[config.mk]
export PLATFORM = sky130hd
export DESIGN_NAME = lsu_wb_align
export DESIGN_NICKNAME = d
export VERILOG_FILES = /design/src/rtl/lsu_wb_align.sv
export SDC_FILE = /design/constraint.sdc
export NUM_CORES = 1
export LEC_CHECK = 0
export CORE_ASPECT_RATIO = 0.75
export CORE_MARGIN = 4
export CORE_UTILIZATION = 30
export DETAILED_ROUTE_END_ITERATION = 8
export PLACE_DENSITY_LB_ADDON = 0.1
export SLEW_MARGIN = 20
export SYNTH_ARGS = -nofsm -noshare
export SYNTH_HDL_FRONTEND = slang
export SYNTH_SLANG_ARGS = --single-unit
[constraint.sdc]
create_clock -name clk -period 4.7 [get_ports clk]
set_clock_uncertainty 0.05 [all_clocks]
set_input_delay 0.705 -clock clk [delete_from_list [all_inputs] [get_ports clk]]
set_output_delay 0.705 -clock clk [all_outputs]
set_load 0.01 [all_outputs]
[src/rtl/lsu_wb_align.sv]
// LSU writeback: waits for the load response, aligns and extends it, and writes the register file.
// Define LSU_WB_TIMEOUT_EN to abort a load whose response takes TIMEOUT_CYCLES S_WAIT cycles.
module lsu_wb_align #(
  parameter int unsigned XLEN           = 32,
  parameter int unsigned TIMEOUT_CYCLES = 16
) (
  input  logic            clk,
  input  logic            rst,
  input  logic            is_load_in,
  input  logic            zero_ext_in,
  input  logic            is_nop_in,
  input  logic [1:0]      size_in,
  input  logic [4:0]      rd_in,
  input  logic [1:0]      addr_lo_in,
  input  logic            mem_rvalid,
  input  logic [XLEN-1:0] mem_rdata,
  output logic            stall_out,
  output logic            rf_we,
  output logic [4:0]      rf_waddr,
  output logic [XLEN-1:0] rf_wdata,
  output logic            busy,
  output logic            timeout_err
);

  typedef enum logic [1:0] {
    S_IDLE  = 2'd0,
    S_WAIT  = 2'd1,
    S_WRITE = 2'd2
  } state_e;

  state_e          state_q;
  logic            stall_q;
  logic            rf_we_q;
  logic [4:0]      rf_waddr_q;
  logic [XLEN-1:0] rf_wdata_q;
  logic            zext_q;
  logic [1:0]      size_q;
  logic [4:0]      rd_q;
  logic [1:0]      addr_lo_q;
  logic            accept_s;
  logic [XLEN-1:0] wdata_d;

`ifdef LSU_WB_TIMEOUT_EN
  localparam int unsigned CNT_W = (TIMEOUT_CYCLES > 32'd2) ? $clog2(TIMEOUT_CYCLES) : 1;
  localparam logic [CNT_W-1:0] CNT_LAST = CNT_W'(TIMEOUT_CYCLES - 32'd1);

  logic [CNT_W-1:0] cnt_q;
  logic             timeout_err_q;
`endif

  // Halves ignore addr_lo[0]: misaligned halfword loads are not supported.
  function automatic logic [XLEN-1:0] align_extend(
    input logic [XLEN-1:0] data,
    input logic [1:0]      size,
    input logic [1:0]      off,
    input logic            zext
  );
    logic [7:0]      b;
    logic [15:0]     h;
    logic [XLEN-1:0] r;
    case (off)
      2'd0:    b = data[7:0];
      2'd1:    b = data[15:8];
      2'd2:    b = data[23:16];
      default: b = data[31:24];
    endcase
    h = off[1] ? data[31:16] : data[15:0];
    case (size)
      2'b00:   r = {{(XLEN-8){b[7] & ~zext}}, b};
      2'b01:   r = {{(XLEN-16){h[15] & ~zext}}, h};
      default: r = data;
    endcase
    return r;
  endfunction

  // Load acceptance and the aligned response for the captured load.
  always_comb begin
    accept_s = is_load_in & ~is_nop_in;
    wdata_d  = align_extend(mem_rdata, size_q, addr_lo_q, zext_q);
  end

  // Writeback FSM with registered outputs.
  always_ff @(posedge clk) begin
    if (rst) begin
      state_q    <= S_IDLE;
      stall_q    <= 1'b0;
      rf_we_q    <= 1'b0;
      rf_waddr_q <= 5'd0;
      rf_wdata_q <= '0;
      zext_q     <= 1'b0;
      size_q     <= 2'b00;
      rd_q       <= 5'd0;
      addr_lo_q  <= 2'b00;
`ifdef LSU_WB_TIMEOUT_EN
      cnt_q         <= '0;
      timeout_err_q <= 1'b0;
`endif
    end else begin
      rf_we_q <= 1'b0;
`ifdef LSU_WB_TIMEOUT_EN
      timeout_err_q <= 1'b0;
`endif
      case (state_q)
        S_IDLE, S_WRITE: begin
          if (accept_s) begin
            state_q   <= S_WAIT;
            stall_q   <= 1'b1;
            zext_q    <= zero_ext_in;
            size_q    <= size_in;
            rd_q      <= rd_in;
            addr_lo_q <= addr_lo_in;
`ifdef LSU_WB_TIMEOUT_EN
            cnt_q     <= '0;
`endif
          end else begin
            state_q <= S_IDLE;
            stall_q <= 1'b0;
          end
        end
        S_WAIT: begin
          // A response in the expiry cycle still wins over the timeout.
          if (mem_rvalid) begin
            state_q    <= S_WRITE;
            stall_q    <= 1'b0;
            rf_we_q    <= (rd_q != 5'd0);
            rf_waddr_q <= rd_q;
            rf_wdata_q <= wdata_d;
          end
`ifdef LSU_WB_TIMEOUT_EN
          else if (cnt_q == CNT_LAST) begin
            state_q       <= S_IDLE;
            stall_q       <= 1'b0;
            timeout_err_q <= 1'b1;
          end else begin
            cnt_q <= cnt_q + CNT_W'(1);
          end
`else
          else begin
            stall_q <= 1'b1;
          end
`endif
        end
        default: begin
          state_q <= S_IDLE;
          stall_q <= 1'b0;
        end
      endcase
    end
  end

  assign stall_out = stall_q;
  assign busy      = stall_q;
  assign rf_we     = rf_we_q;
  assign rf_waddr  = rf_waddr_q;
  assign rf_wdata  = rf_wdata_q;
`ifdef LSU_WB_TIMEOUT_EN
  assign timeout_err = timeout_err_q;
`else
  assign timeout_err = 1'b0;
`endif

endmodule

== Word-level counts from Yosys, hierarchy flattened ==
Cells that the tools add are included.

* Equality and inequality tests: 6
* Muxes and demuxes: 9
* Bitwise operators: 7
* Reductions and logical operators: 8

{| class="wikitable"
|+ Operator list
! cell !! count
|-
| $pmux 32 s2 || 1
|-
| $pmux 8 s3 || 1
|-
| $mux 16 || 1
|-
| $eq 2x1->1 const B || 3
|-
| $logic_not 2->1 || 3
|-
| $reduce_bool 5->1 || 1
|-
| $eq 2x2->1 const B || 2
|-
| $not 1->1 || 4
|-
| $pmux 2 s2 || 1
|-
| $reduce_and 2->1 || 2
|-
| $and 1x1->1 || 3
|-
| $mux 1 || 3
|-
| $reduce_or 3->1 || 1
|-
| $mux 2 || 1
|-
| $ne 2x2->1 const B || 1
|-
| $pmux 1 s2 || 1
|-
| $reduce_or 2->1 || 1
|}

* Flip-flop bits (word level): 51
* Word-level logic and storage cells: 39

== Longest topological paths before layout ==
Gate-level depths: netlist (run 1).

* Depth in word-level cells: 4
* Depth in mapped cells: 7

== Least setup slack after synthesis (run 1) ==
No wires, ideal clock.

* Path type: input to register
* Start point: input port mem_rdata[15]
* End point: register rf_wdata_q[21] (netlist: rf_wdata[21])
* Library setup time: 140 ps
* Data arrival time: 1664 ps
* Data required time: 4510 ps
* Setup slack: 2845 ps
* Stages: 5
* Buffers on the path: 1
* Path through: mux2i_1 > o32ai_4 > o31ai_4 > buf_6 > a211oi_2

* Word-level cells in the longest chain between the ends: 3
* Elaborated cells on any way between the ends: 5

{| class="wikitable"
|+ RTL lines
! item !! RTL line !! text
|-
| start: declaration || 16 || <nowiki>input logic [XLEN-1:0] mem_rdata,</nowiki>
|-
| $pmux 8 s3 / $mux 16 (equally long branches) || 61, 67 ||
|-
| $and 1x1->1 (on tied branches) || 69, 70 ||
|-
| $pmux 32 s2 (*) || 68 || <nowiki>case (size)</nowiki>
|-
| end signal: assignment || 127 || <nowiki>rf_wdata_q <= wdata_d;</nowiki>
|-
| end: declaration || 35 || <nowiki>logic [XLEN-1:0] rf_wdata_q;</nowiki>
|}

Mark *: on every way between the ends. The rest lies on a longest branch, timed or not.
A chain may end at the register's enable or synchronous reset.

== Worst setup path after layout (run 1) ==
* Start point: input port mem_rvalid
* End point: register rf_wdata_q[18] (netlist: rf_wdata[18])

* Word-level cells in the longest chain between the ends: 1

{| class="wikitable"
|+ RTL lines
! item !! RTL line !! text
|-
| start: declaration || 15 || <nowiki>input logic mem_rvalid,</nowiki>
|-
| $reduce_and 2->1 (no line) || -- ||
|}

Every way passes these cells.

==> impl_metrics.json, run 1 <==
{
  "hold_class": "flop to flop",
  "syn_area_um2": 2450,
  "r2r_start": "size_q[1]",
  "crit_path_end": "rf_wdata[18]",
  "start_util": 0.310,
  "port_buffers": 86,
  "comb_power_share": 0.181,
  "yosys.area.top_type": "dfxtp_1",
  "hold_violations": 0,
  "h-tree-depth": 2,
  "crit_fanout": 16,
  "fin_tns_setup_ps": 0,
  "layout-area-overhead-vs-synth_pct": 40.5,
  "irDropWorstVdd_uv": 117,
  "timing.rr.end": "rf_wdata[18]",
  "hold_buffers": 0,
  "hpwl_um": 5360,
  "setup_viol": 0,
  "slowest_stage": "o31ai_4",
  "coreArea_um2": 7920,
  "synth-async-reset-ratio": 0,
  "avgSynthCellArea_um2": 8.79,
  "post_cts_buffers": 0,
  "ant_nets": 0,
  "path_clk_slew_ps": 100,
  "crit_arrival_ps": 2830,
  "synth_cells": 279,
  "final_layout_size_suffix_gt1_frac": 0.0774,
  "worstSkewPairLatency_ps": 310,
  "die_h_um": 86.3,
  "wl_um": 7480,
  "ys_ff_latch": 51,
  "p_sw_w": 0.000255,
  "p_sw_frac": 0.265,
  "cts_made_buffers": 5,
  "vias_per_cell": 4.89,
  "grt_pass1_wl_um": 11800,
  "maxCapViolations": 0,
  "yosys-top-cells-count": "51 x dfxtp_1, 50 x nor2_1, 31 x nand2_1",
  "ys_warn_count": 0,
  "track_usage": 0.156,
  "synthDominantCellAreaShare": 0.416,
  "power_frac_seq": 0.487,
  "seq_area_frac_synth": 0.416,
  "timing.final.max_slew_violations": 0,
  "diodes": 0,
  "rrSetupSlack_ps": 1990,
  "route.vias.total": 2218,
  "clock_sinks": 51,
  "p_per_area_nw_per_um2": 279,
  "die_area_um2": 9700,
  "clockBufferDepth": 2,
  "leakagePower_nw": 1.15,
  "period_minus_slack_ps": 2730,
  "grt_pass1_vias": 2193,
  "end_kind": "flop",
  "rsz0062_at_grt": "no",
  "utilization": 0.435,
  "drc": 0,
  "max_freq_mhz": 366,
  "wl_per_cell_um": 16.5,
  "reg2reg_depth": 4,
  "io_pins": 88,
  "crit_type": "input pin to flop",
  "ys.flop_type": "dfxtp_1",
  "synth.distinct_cells": 37,
  "crit_chain": "clkdlybuf4s50_1 -> nand3b_1 -> o31ai_4 -> a211oi_1",
  "gp_congestion": 0.724,
  "die_w_um": 112,
  "clkPwrFrac": 0.332,
  "worstMarginPinSlew_ps": 1040,
  "maxSlewHeadroom": 0.305,
  "cts_resized": 0,
  "status": "finished, final reports clean",
  "required_ps": 4800,
  "yosysMostFrequentCell": "dfxtp_1",
  "firstDrtPassIters": 6,
  "synth_edf_count": 0,
  "cts_tree": "yes",
  "drt_iter0_markers": 97,
  "fin_nets": 395,
  "grt_overflow": 0,
  "power.internal_w": 0.000707,
  "netlist_top_cells_area": "dfxtp_1 42%, nor2_1 7.7%, mux2i_1 7.3%, a211oi_1 5.2%, a211oi_2 5.1%",
  "startpoint_type": "input pin",
  "fin_crit_sh": 0.581,
  "grt_max_degree": 51,
  "rows": 28,
  "cts_root_buf": "clkbuf_8",
  "critPathMaxStageDelay_ps": 980,
  "cp-startpoint": "mem_rvalid",
  "syn-num-nets": 326,
  "antenna_found_initial": 0
}
==> cell usage in the layout, fill, tap and decap left out, drive strengths merged, types with 2 or more instances in the layout <==
cell type / count
dfxtp: 51
mux2i: 18
o22a: 5
nand3b: 3
inv: 3
nor3b: 3
buf: 3
and3: 2
nand2: 31
nor4bb: 5
nand2b: 7
o21ai: 3
o21bai: 2
a311oi: 5
a21oi: 21
nor2b: 3
clkbuf: 5
nor2: 50
a22oi: 5
clkdlybuf4s50: 85
a211oi: 27
==> worst max-delay path: cells and delay by family <==
kind | cells | cell delay (ps)
AOI/OAI and AO/OA | 2 | 1140
and+or+nand+nor | 1 | 480
buffers and inverters | 1 | 500
==> per-layer routing <==
metal,vias up,global-route usage,part of all wire
li1,1119,-,-
met1,1016,0.229,0.51
met2,73,0.224,0.41
met3,10,0.0419,0.067
met4,0,0.0437,0.013
met5,-,0,0
==> stage by stage <==
stage                     total power [W]  hold slack [ps]  worst slack [ps]  area (µm²)  std cells
after floorplan                  0.000565              389              2850        2450        279
after global placement           0.000652              405              1650        3320        446
after detailed placement         0.000653              404              1610        3320        446
after CTS                        0.000973              424              1950        3440        454
after global routing              0.00101              437              1730        3440        454
final                            0.000962              420              1970        3440        454
==> power groups by stage <==
stage | logic, W | registers [W] | clock network (W)
final | 0.000174 | 0.000468 | 0.000319
after global placement | 0.000174 | 0.000478 | 0
after detailed placement | 0.000175 | 0.000478 | 0
after floorplan | 0.0000902 | 0.000475 | 0
after CTS | 0.000175 | 0.000468 | 0.000330
after global routing | 0.000191 | 0.000472 | 0.000346
==> cell type report <==
| type | count | area (µm²) |
|---|---|---|
| fillers | 810 | 4470 |
| multi-input cells | 200 | 1300 |
| flip-flops and latches | 51 | 1020 |
| repair buffers | 88 | 871 |
| well taps | 105 | 131 |
| clock buffers | 5 | 68.8 |
| clock inverters | 3 | 47.5 |
| inverters | 2 | 7.51 |
==> state kept, by name, indices dropped and copies added (netlist names) <==
| register | count |
|---|---|
| state_q | 2 |
| zext_q | 1 |
| rf_waddr | 5 |
| addr_lo_q | 2 |
| busy | 1 |
| rf_wdata | 32 |
| size_q | 2 |
| rf_we | 1 |
| rd_q | 5 |
==> worst min path at each step <==
| stage | start | to | cells past startpoint |
|---|---|---|---|
| 6_report | rf_waddr[2] | rf_waddr[2] | 2 |
| 5_1_grt | rf_waddr[1] | rf_waddr[1] | 2 |
| 4_1_cts | rf_waddr[2] | rf_waddr[2] | 2 |
| 3_5_place_dp | rf_waddr[1] | rf_waddr[1] | 2 |
| 3_3_place_gp | rf_waddr[0] | rf_waddr[0] | 2 |
| 2_1_floorplan | rd_q[3] | rf_waddr[3] | 2 |
==> kinds of logic after synthesis <==
group	count (synthesis)	synth area share
other	1	0.00153
multiplexers	18	0.0735
buffers and inverters	28	0.0571
AO/OA/AOI/OAI	74	0.244
AND/OR/NAND/NOR	107	0.208
flip-flops	51	0.416
No activity file was read; power rests on OpenSTA's default activity.
==> run 2, diff against run 1 <==
==> constraint.sdc (replaced) <==
create_clock -name clk -period 2.5 [get_ports clk]
set_clock_uncertainty 0.05 [all_clocks]
set_input_delay 0.375 -clock clk [delete_from_list [all_inputs] [get_ports clk]]
set_output_delay 0.375 -clock clk [all_outputs]
set_load 0.01 [all_outputs]
==> run 2 against run 1 <==
Critical path depth increased by 1. Utilization increased by 0.82 points. Routed wire length increased by 1.9%. Highest routed layer unchanged. Critical endpoint is now rf_wdata[17]. Non-clock buffer count increased by 10. Design area increased by 1.9%. Clock power increased by 84%. Flip-flop and latch count unchanged. Sequential share of layout area decreased by 0.55 points.
==> impl_metrics.json, run 2 (synthesized netlist as in run 1, its figures left out) <==
{
  "status": "finished, final reports clean",
  "grt_pass1_vias": 2173,
  "start_util": 0.310,
  "hpwl_um": 5540,
  "route.vias.total": 2249,
  "crit_arrival_ps": 1990,
  "drc": 0,
  "hold-path-endpoint": "rf_waddr[0]",
  "die_h_um": 86.3,
  "p_per_area_nw_per_um2": 514,
  "period_minus_slack_ps": 1880,
  "setup_viol": 0,
  "cts_root_buf": "clkbuf_8",
  "placed_cell_area_um2": 3400,
  "cts_tree": "yes",
  "firstDrtPassIters": 4,
  "rrSetupSlack_ps": 620,
  "wl_per_cell_um": 16.4,
  "h-tree-depth": 2,
  "end_kind": "flop",
  "vias_per_cell": 4.85,
  "path_clk_slew_ps": 100,
  "irDropWorstVdd_uv": 223,
  "holdPathStages": 2,
  "worstSkewPairLatency_ps": 310,
  "rsz0062_at_grt": "no",
  "hold_violations": 0,
  "r2r_start": "addr_lo_q[0]",
  "ant_nets": 0,
  "die_w_um": 112,
  "layout-area-overhead-vs-synth_pct": 43.1,
  "maxCapViolations": 0,
  "leakagePower_nw": 1.20,
  "hold_buffers": 0,
  "grt_overflow": 0,
  "track_usage": 0.158,
  "n_fill_cell": 793,
  "largest_reg_flops": 32,
  "grt_max_degree": 31,
  "gp_congestion": 0.764,
  "timing.final.max_slew_violations": 0,
  "antenna_found_initial": 0,
  "fin_nets": 405,
  "crit_fanout": 16,
  "crit_type": "flop to flop",
  "clockBufferDepth": 2,
  "final_cell_mix": "85 x clkdlybuf4s50_1, 51 x dfxtp_1, 50 x nor2_1, 31 x nand2_1, 20 x a21oi_1",
  "fin_crit_sh": 0.751,
  "post_cts_buffers": 0,
  "layout_commonest_cell": "clkdlybuf4s50_1",
  "hold_start": "rf_waddr[0]",
  "required_ps": 2610,
  "timing.rr.end": "rf_wdata[17]",
  "dp_slack_ps": 342,
  "worstMarginPinSlew_ps": 654,
  "wl_um": 7620,
  "cts_made_buffers": 5,
  "final_layout_size_suffix_gt1_frac": 0.103,
  "max_freq_mhz": 532,
  "stdcell_area_um2": 3510,
  "drt_iter0_markers": 162,
  "clock_sinks": 51,
  "fin_tns_setup_ps": 0,
  "maxSlewHeadroom": 0.564,
  "hold_class": "flop to flop",
  "io_pins": 88,
  "die_area_um2": 9700,
  "reg2reg_depth": 5,
  "grt_pass1_wl_um": 12100,
  "final.setup.worst_slack_ps": 622,
  "diodes": 0,
  "startpoint_type": "flop",
  "port_buffers": 86,
  "coreArea_um2": 7920,
  "rows": 28,
  "cts_resized": 0
}
[run 2: report_power, final]
| group | internal (W) | total [W] | switching, W |
|---|---|---|---|
| logic | 0.000188 | 0.000351 | 0.000163 |
| registers | 0.000845 | 0.000868 | 0.0000228 |
| clock network | 0.000299 | 0.000587 | 0.000288 |
| total | 0.00133 | 0.00181 | 0.000473 |
[run 2: worst max-delay path by stage]
| stage | slack [ps] | startpoint | to |
|---|---|---|---|
| floorplan | 880 | addr_lo_q[0] | rf_wdata[21] |
| global placement | 450 | mem_rdata[31] | rf_wdata[31] |
| detailed placement | 340 | mem_rdata[31] | rf_wdata[17] |
| CTS | 630 | addr_lo_q[0] | rf_wdata[17] |
| global route | 500 | addr_lo_q[0] | rf_wdata[1] |
| finish | 620 | addr_lo_q[0] | rf_wdata[17] |
[run 2: critical path, cell delays in order, from the launching register on]
cell	delay [ps]
dfxtp_1	520
mux2i_1	330
o32ai_4	160
o31ai_4	220
buf_4	300
a211oi_1	130
[run 2: cell type report]
cell class	count	area [µm²]	share of cell area
multi-input combinational	200	1290	0.368
sequential	51	1020	0.291
inverter	2	7.51	0.00214
clock buffer	5	68.8	0.0196
timing repair buffer	98	946	0.270
clock inverter	3	43.8	0.0125
tap	105	131	0.0374
[run 2: per-stage QoR]
stage | cells | hold WS (ps) | utilization | power, W
after global routing | 464 | 444 | 0.443 | 0.00190
after global placement | 456 | 398 | 0.429 | 0.00124
after detailed placement | 456 | 400 | 0.429 | 0.00124
after floorplan | 279 | 389 | - | 0.00106
final | 464 | 419 | 0.443 | 0.00181
after CTS | 464 | 419 | 0.443 | 0.00183
[run 2: routing by layer]
| layer | vias up | GRT usage | routed length (µm) |
|---|---|---|---|
| met5 | - | 0 | 0 |
| met3 | 4 | 0.0516 | 503 |
| met2 | 68 | 0.216 | 3100 |
| met1 | 1035 | 0.240 | 3970 |
| li1 | 1142 | - | - |
| met4 | 0 | 0.0349 | 55 |
==> patch, RTL diff (flow settings as in run 1) <==
Set the parameter `XLEN` to 64 (it was 32).
--- a/src/rtl/lsu_wb_align.sv
+++ b/src/rtl/lsu_wb_align.sv
@@ -2,5 +2,5 @@
 // Define LSU_WB_TIMEOUT_EN to abort a load whose response takes TIMEOUT_CYCLES S_WAIT cycles.
 module lsu_wb_align #(
-  parameter int unsigned XLEN           = 32,
+  parameter int unsigned XLEN           = 64,
   parameter int unsigned TIMEOUT_CYCLES = 16
 ) (
Interface: changed (resized mem_rdata and rf_wdata); port bits go from 88 to 152. The function was not compared with the original's and may differ.
==> patch against run 1 <==
- total power is 80% higher
- wire length up 55%
- fmax shrank 1.0%
- worst setup slack got worse by 28 ps
- synthesized area grew 49%
- sequential cell count grew 32
- design area grew 60%
- critical endpoint is now rf_wdata[50]$_SDFFE_PP0P_
- largest power group unchanged
==> patch: results (changes against run 1) <==
{| class="wikitable"
! Metric !! Value
|-
| Number of violations reported at the end of detailed-routing iteration 0 || 140 (was 97)
|-
| Via count of the routed design || 3,394 (was 2,218)
|-
| Detailed-route vias per instance || 4.77 (was 4.89)
|-
| Worst Hold Margin || 410 ps (was 420 ps)
|-
| Total Wirelength || 11,600 µm (was 7480 µm)
|-
| CTS H-Tree Depth || 3 (was 2)
|-
| Dpl ws || 1560 ps (was 1610 ps)
|-
| Global-route track usage on met3 || 6.25% (was 4.19%)
|-
| Net count reported at finish || 624 (was 395)
|-
| Portion of netlist area occupied by mux cells || 4.65% (was 7.35%)
|-
| Slowest cell on the critical path || sky130_fd_sc_hd__buf_4 (was sky130_fd_sc_hd__o31ai_4)
|-
| Clock Latency Late Sink || 330 ps (was 310 ps)
|-
| Remaining max-slew budget at the tightest pin || 33.0% (was 30.5%)
|-
| Placement-stage cell area || 0.00519 mm² (was 0.00332 mm²)
|-
| Synthesis-to-finish area growth || 50.2% (was 40.5%)
|-
| Register-to-Register Path Depth || 5 (was 4)
|-
| Overall track demand over capacity in global routing || 16.4% (was 15.6%)
|-
| Met3 wire length || 974 µm (was 504 µm)
|-
| Netlist cell types || 35 (was 37)
|-
| Total length of routed met2 wires || 4930 µm (was 3070 µm)
|-
| Dpl hpwl || 7990 µm (was 5360 µm)
|-
| Placed Cells || 696 (was 446)
|-
| Synthesized net count || 501 (was 326)
|-
| Arrival time reported for the critical path endpoint || 2870 ps (was 2830 ps)
|-
| Root Buffer || sky130_fd_sc_hd__clkbuf_16 (was sky130_fd_sc_hd__clkbuf_8)
|-
| CP peak stage delay || 580 ps (was 980 ps)
|-
| Leading cell types by total area after synthesis || sky130_fd_sc_hd__dfxtp_1 (45%), sky130_fd_sc_hd__nor2_1 (8.2%), sky130_fd_sc_hd__a211oi_1 (7.6%), sky130_fd_sc_hd__a211oi_2 (6.8%), sky130_fd_sc_hd__nand2_1 (6.8%) (was sky130_fd_sc_hd__dfxtp_1 (42%), sky130_fd_sc_hd__nor2_1 (7.7%), sky130_fd_sc_hd__mux2i_1 (7.3%), sky130_fd_sc_hd__a211oi_1 (5.2%), sky130_fd_sc_hd__a211oi_2 (5.1%))
|-
| Detailed-routing wirelength on met1 || 5560 µm (was 3800 µm)
|-
| Drt first pass iters || 4 (was 6)
|-
| Port Buffers || 150 (was 86)
|-
| Highest clock rate || 362 MHz (was 366 MHz)
|-
| Met2 Resource Use GR || 23.5% (was 22.4%)
|-
| Outcome || complete, no violations (unchanged)
|-
| Largest voltage drop on the vdd net || 0.170 mV (was 0.117 mV)
|}
-- patch: changes by cell type in the layout (fill, tap and decap cells not counted), sizes merged, moves of 2 or more --
cell           delta
a211oi           +30
a21oi             +2
a22oi             +2
and3              -2
clkbuf            +8
clkdlybuf4s50    +64
dfxtp            +32
inv               -2
nand2            +35
nand2b            +2
nor2             +30
nor2b             -2
o21bai            -2
-- patch: where the power goes --
part           total [mW]  switching (mW)  internal [mW]
clock network       0.708           0.271          0.437
registers           0.759          0.0257          0.733
logic               0.266           0.118          0.149
total                1.73           0.414           1.32
-- patch: layout make-up --
class                           count  area share [%]
Timing Repair Buffer              153            27.7
Inverter                            2           0.137
Sequential cell                    83            30.3
Clock buffer                       13            4.74
Clock inverter                      2           0.638
Multi-Input combinational cell    296            32.9
Tap cell                          162            3.69
-- patch: worst min-delay path: stages (launching register included) --
cell and delay [ps]:
sky130_fd_sc_hd__dfxtp_1 310, sky130_fd_sc_hd__nand2_1 50, sky130_fd_sc_hd__a21oi_1 50
